--- src/rtl/result_answer_ram.sv ---
// Expected-answer register file: one synchronous write port, one combinational read port.
// Latency: write visible next cycle, read same cycle. Backpressure: none.
module result_answer_ram #(
    parameter int DATA_W = 32,
    parameter int DEPTH  = 16,
    parameter int IDX_W  = 4
) (
    input  logic              clk,
    input  logic              we_i,
    input  logic [IDX_W-1:0]  widx_i,
    input  logic [DATA_W-1:0] wdata_i,
    input  logic [IDX_W-1:0]  ridx_i,
    output logic [DATA_W-1:0] rdata_o
);
    logic [DATA_W-1:0] mem_q [DEPTH];

    always_ff @(posedge clk) begin
        if (we_i) mem_q[widx_i] <= wdata_i;
    end

    assign rdata_o = mem_q[ridx_i];
endmodule

--- config.mk ---
export PLATFORM = sky130hd
export DESIGN_NAME = result_answer_ram
export DESIGN_NICKNAME = d
export VERILOG_FILES = /design/src/rtl/result_answer_ram.sv
export SDC_FILE = /design/constraint.sdc
export NUM_CORES = 1
export LEC_CHECK = 0
export CAP_MARGIN = 10
export CELL_PAD_IN_SITES_DETAIL_PLACEMENT = 1
export CELL_PAD_IN_SITES_GLOBAL_PLACEMENT = 2
export CORE_MARGIN = 8
export CORE_UTILIZATION = 30
export DETAILED_ROUTE_END_ITERATION = 8
export PLACE_DENSITY_LB_ADDON = 0.3
export SYNTH_ARGS = -nofsm -noshare
export SYNTH_HDL_FRONTEND = slang
export SYNTH_SLANG_ARGS = --single-unit
export TNS_END_PERCENT = 30
--- constraint.sdc ---
create_clock -name clk -period 9.4 [get_ports clk]
set_input_delay 1.88 -clock clk [delete_from_list [all_inputs] [get_ports clk]]
set_output_delay 1.88 -clock clk [all_outputs]
set_load 0.05 [all_outputs]
==> flow_metrics.tcl <==
set metrics [dict create \
    cts_buffers 52 \
    cp_slowest_cell "clkdlybuf4s50_1" \
    largest-register "mem_q" \
    leakagePower_uw 0.00700 \
    grt_pass1_wl_microns 66800 \
    pwr-share-seq_pct 52.2 \
    grt_max_degree 73 \
    critPathMaxFanout 64 \
    yosysTopAreaCell "edfxtp_1" \
    p_int_uw 3870 \
    max_freq_ghz 0.151 \
    endpoint_kind "primary output" \
    finalCriticalPeriod_ns 6.60 \
    totalWireLength_microns 45800 \
    ys_seq_elements 512 \
    clk_path_buf_depth 3 \
    cp_slowest_stage_delay_ns 0.72 \
    ir_drop_v 0.000147 \
    gp_congestion 0.656 \
    ys_async_sr_fraction_pct 0 \
    antennaDiodeCount 0 \
    tritoncts "built" \
    die_w_microns 269 \
    gr-total-overflow 0 \
    cts_setup_buffers 0 \
    seqCellArea_sq_um 15400 \
    dr.pass1.iters 4 \
    p_sw_uw 1060 \
    antenna_found_initial 0 \
    nets 957 \
    syn_nets 848 \
    dpl_cell_area_sq_um 21100 \
    period_share_pct 70.2 \
    synth_cell_type_count 17 \
    yosysMostFrequentCell "edfxtp_1" \
    fin_tns_setup_ns 0 \
    start_util_pct 30.4 \
    place.port_buffers 73 \
    ios 74 \
    cp_num_buf_inv 3 \
    fillers 6037 \
    synth_edf_count 512 \
    rsz0062_at_grt "false" \
    min_path_type "primary input to register" \
    worstPathCellList "clkbuf_8 -> buf_4 -> mux4_2 -> a22oi_1 -> nand2_1 -> clkdlybuf4s50_1" \
    cts.sinks 512 \
    tightest_slew_ns 0.932 \
    yosysWarningCount 0 \
    multi_input_area_sq_um 3750 \
    coreArea_sq_um 63200 \
    synthTopCellsByCount "512 x edfxtp_1, 128 x mux4_2, 64 x a22oi_1" \
    via_per_inst 4.79 \
    clockRootBuffer "clkbuf_16" \
    synth-seq-area-share_pct 80.0 \
    synthCells 806 \
    switching_share_pct 21.4 \
    htreeDepth 2 \
    cts-resized-gates 0 \
    grt_pass1_vias 9694 \
    holdBufCountCts 0 \
    maxSlewViolCount 0 \
    required_ns 7.52 \
    relSlewSlack_pct 37.8 \
    synth_flop_cell "edfxtp_1" \
    top_regs "mem_q (512)" \
    dieArea_sq_um 72400 \
    drv_cap 0 \
    wl_per_cell_microns 25.4 \
    area_growth_pct 18.6 \
    p_clk_share_pct 41.3 \
    power_density_nw_per_um2 216 \
    dp_hpwl_microns 22000 \
    drt_iter0_drc 810 \
    yosysTopAreaCellShare_pct 80.0 \
    cts.clk_slew.worst_paths_ns 0.06 \
    design_area_sq_um 22800 \
    grt.total_usage_pct 12.7 \
    status "completed" \
    rows 92 \
    setup_viol 0 \
    ys_top_cells_by_area "edfxtp_1 80%, mux4_2 15%, a22oi_1 2.5%" \
    netlist_area_sq_um 19200 \
    worstPathArrival_ns 4.72 \
    critPathTopFamily "buffers and inverters" \
    die_height_microns 269 \
    hold_viol_final 0 \
    combPwrFrac_pct 6.5 \
    dr_total_vias 8645 \
    layout-drive-gt1-share_pct 25.9 \
    drc 0 \
    largest_reg_flops 512 \
    worstSetupPathType "primary input to primary output" \
    startpoint_type "primary input" \
    synth.avg_cell_area_sq_um 23.8 \
    ant_nets 0 \
]
[worst paths after layout]
kind	startpoint	end	cells past startpoint	slack, ns
worst max-delay path	ridx_i[0]	rdata_o[27]	6	2.80
worst min-delay path	wdata_i[0]	mem_q[6][0]$_DFFE_PP_	1	2.22
[power by group through the flow]
stage,sequential [uW],clock [uW],combinational [uW]
after detailed placement,2620,0,329
after floorplan,2620,0,190
after CTS,2570,2090,330
after global placement,2620,0,325
after global routing,2570,2150,343
final,2570,2030,320
[cell type report]
type	count	area share (%)
well taps	846	4.65
flip-flops and latches	512	67.5
multi-input cells	251	16.5
clock inverters	37	1.40
clock buffers	59	5.92
repair buffers	98	4.09
[logic make-up after synthesis]
group / count (synthesis) / share of synthesized area (%)
mux: 128 / 15.0
buf+inv: 43 / 1.16
simple gates: 59 / 1.32
compound gates: 64 / 2.50
flops: 512 / 80.0
[cell usage in the layout, fill, tap and decap left out, types with 2 or more instances in the layout]
cell type        Yosys  final
clkbuf_1            17      6
nor3_2               0      4
clkinv_1             0     18
nand2_1             33     33
bufinv_16            0      6
nand3b_1             2      2
nand2b_1             2      2
clkbuf_16            0     53
clkinv_2             0     11
nor2b_4              0      2
a22oi_1             64     64
clkdlybuf4s50_1      0     71
mux4_2             128    128
edfxtp_1           512    512
nor2_4               0     13
buf_4               11     25
[metrics by stage]
step                utilization [%]  total power (uW)  std cells  setup WS (ns)  hold slack (ns)
floorplan                         -              2810        806           4.23             1.98
detailed placement             33.4              2950       1707           2.69             2.83
finish                         36.1              4920       1803           2.80             2.22
global route                   36.1              5070       1803           2.53             2.25
global placement               33.4              2940       1707           2.66             2.80
CTS                            36.1              4990       1803           2.68             2.20
[metal layers]
metal / GRT usage (%) / share of wire [%] / vias up
met4: 2.97 / 1.8 / 0
met1: 17.5 / 45 / 4709
met5: 0 / 0 / -
met3: 2.43 / 4.9 / 62
met2: 20.9 / 48 / 182
li1: - / - / 3692
(Power assumes the default switching activity.)
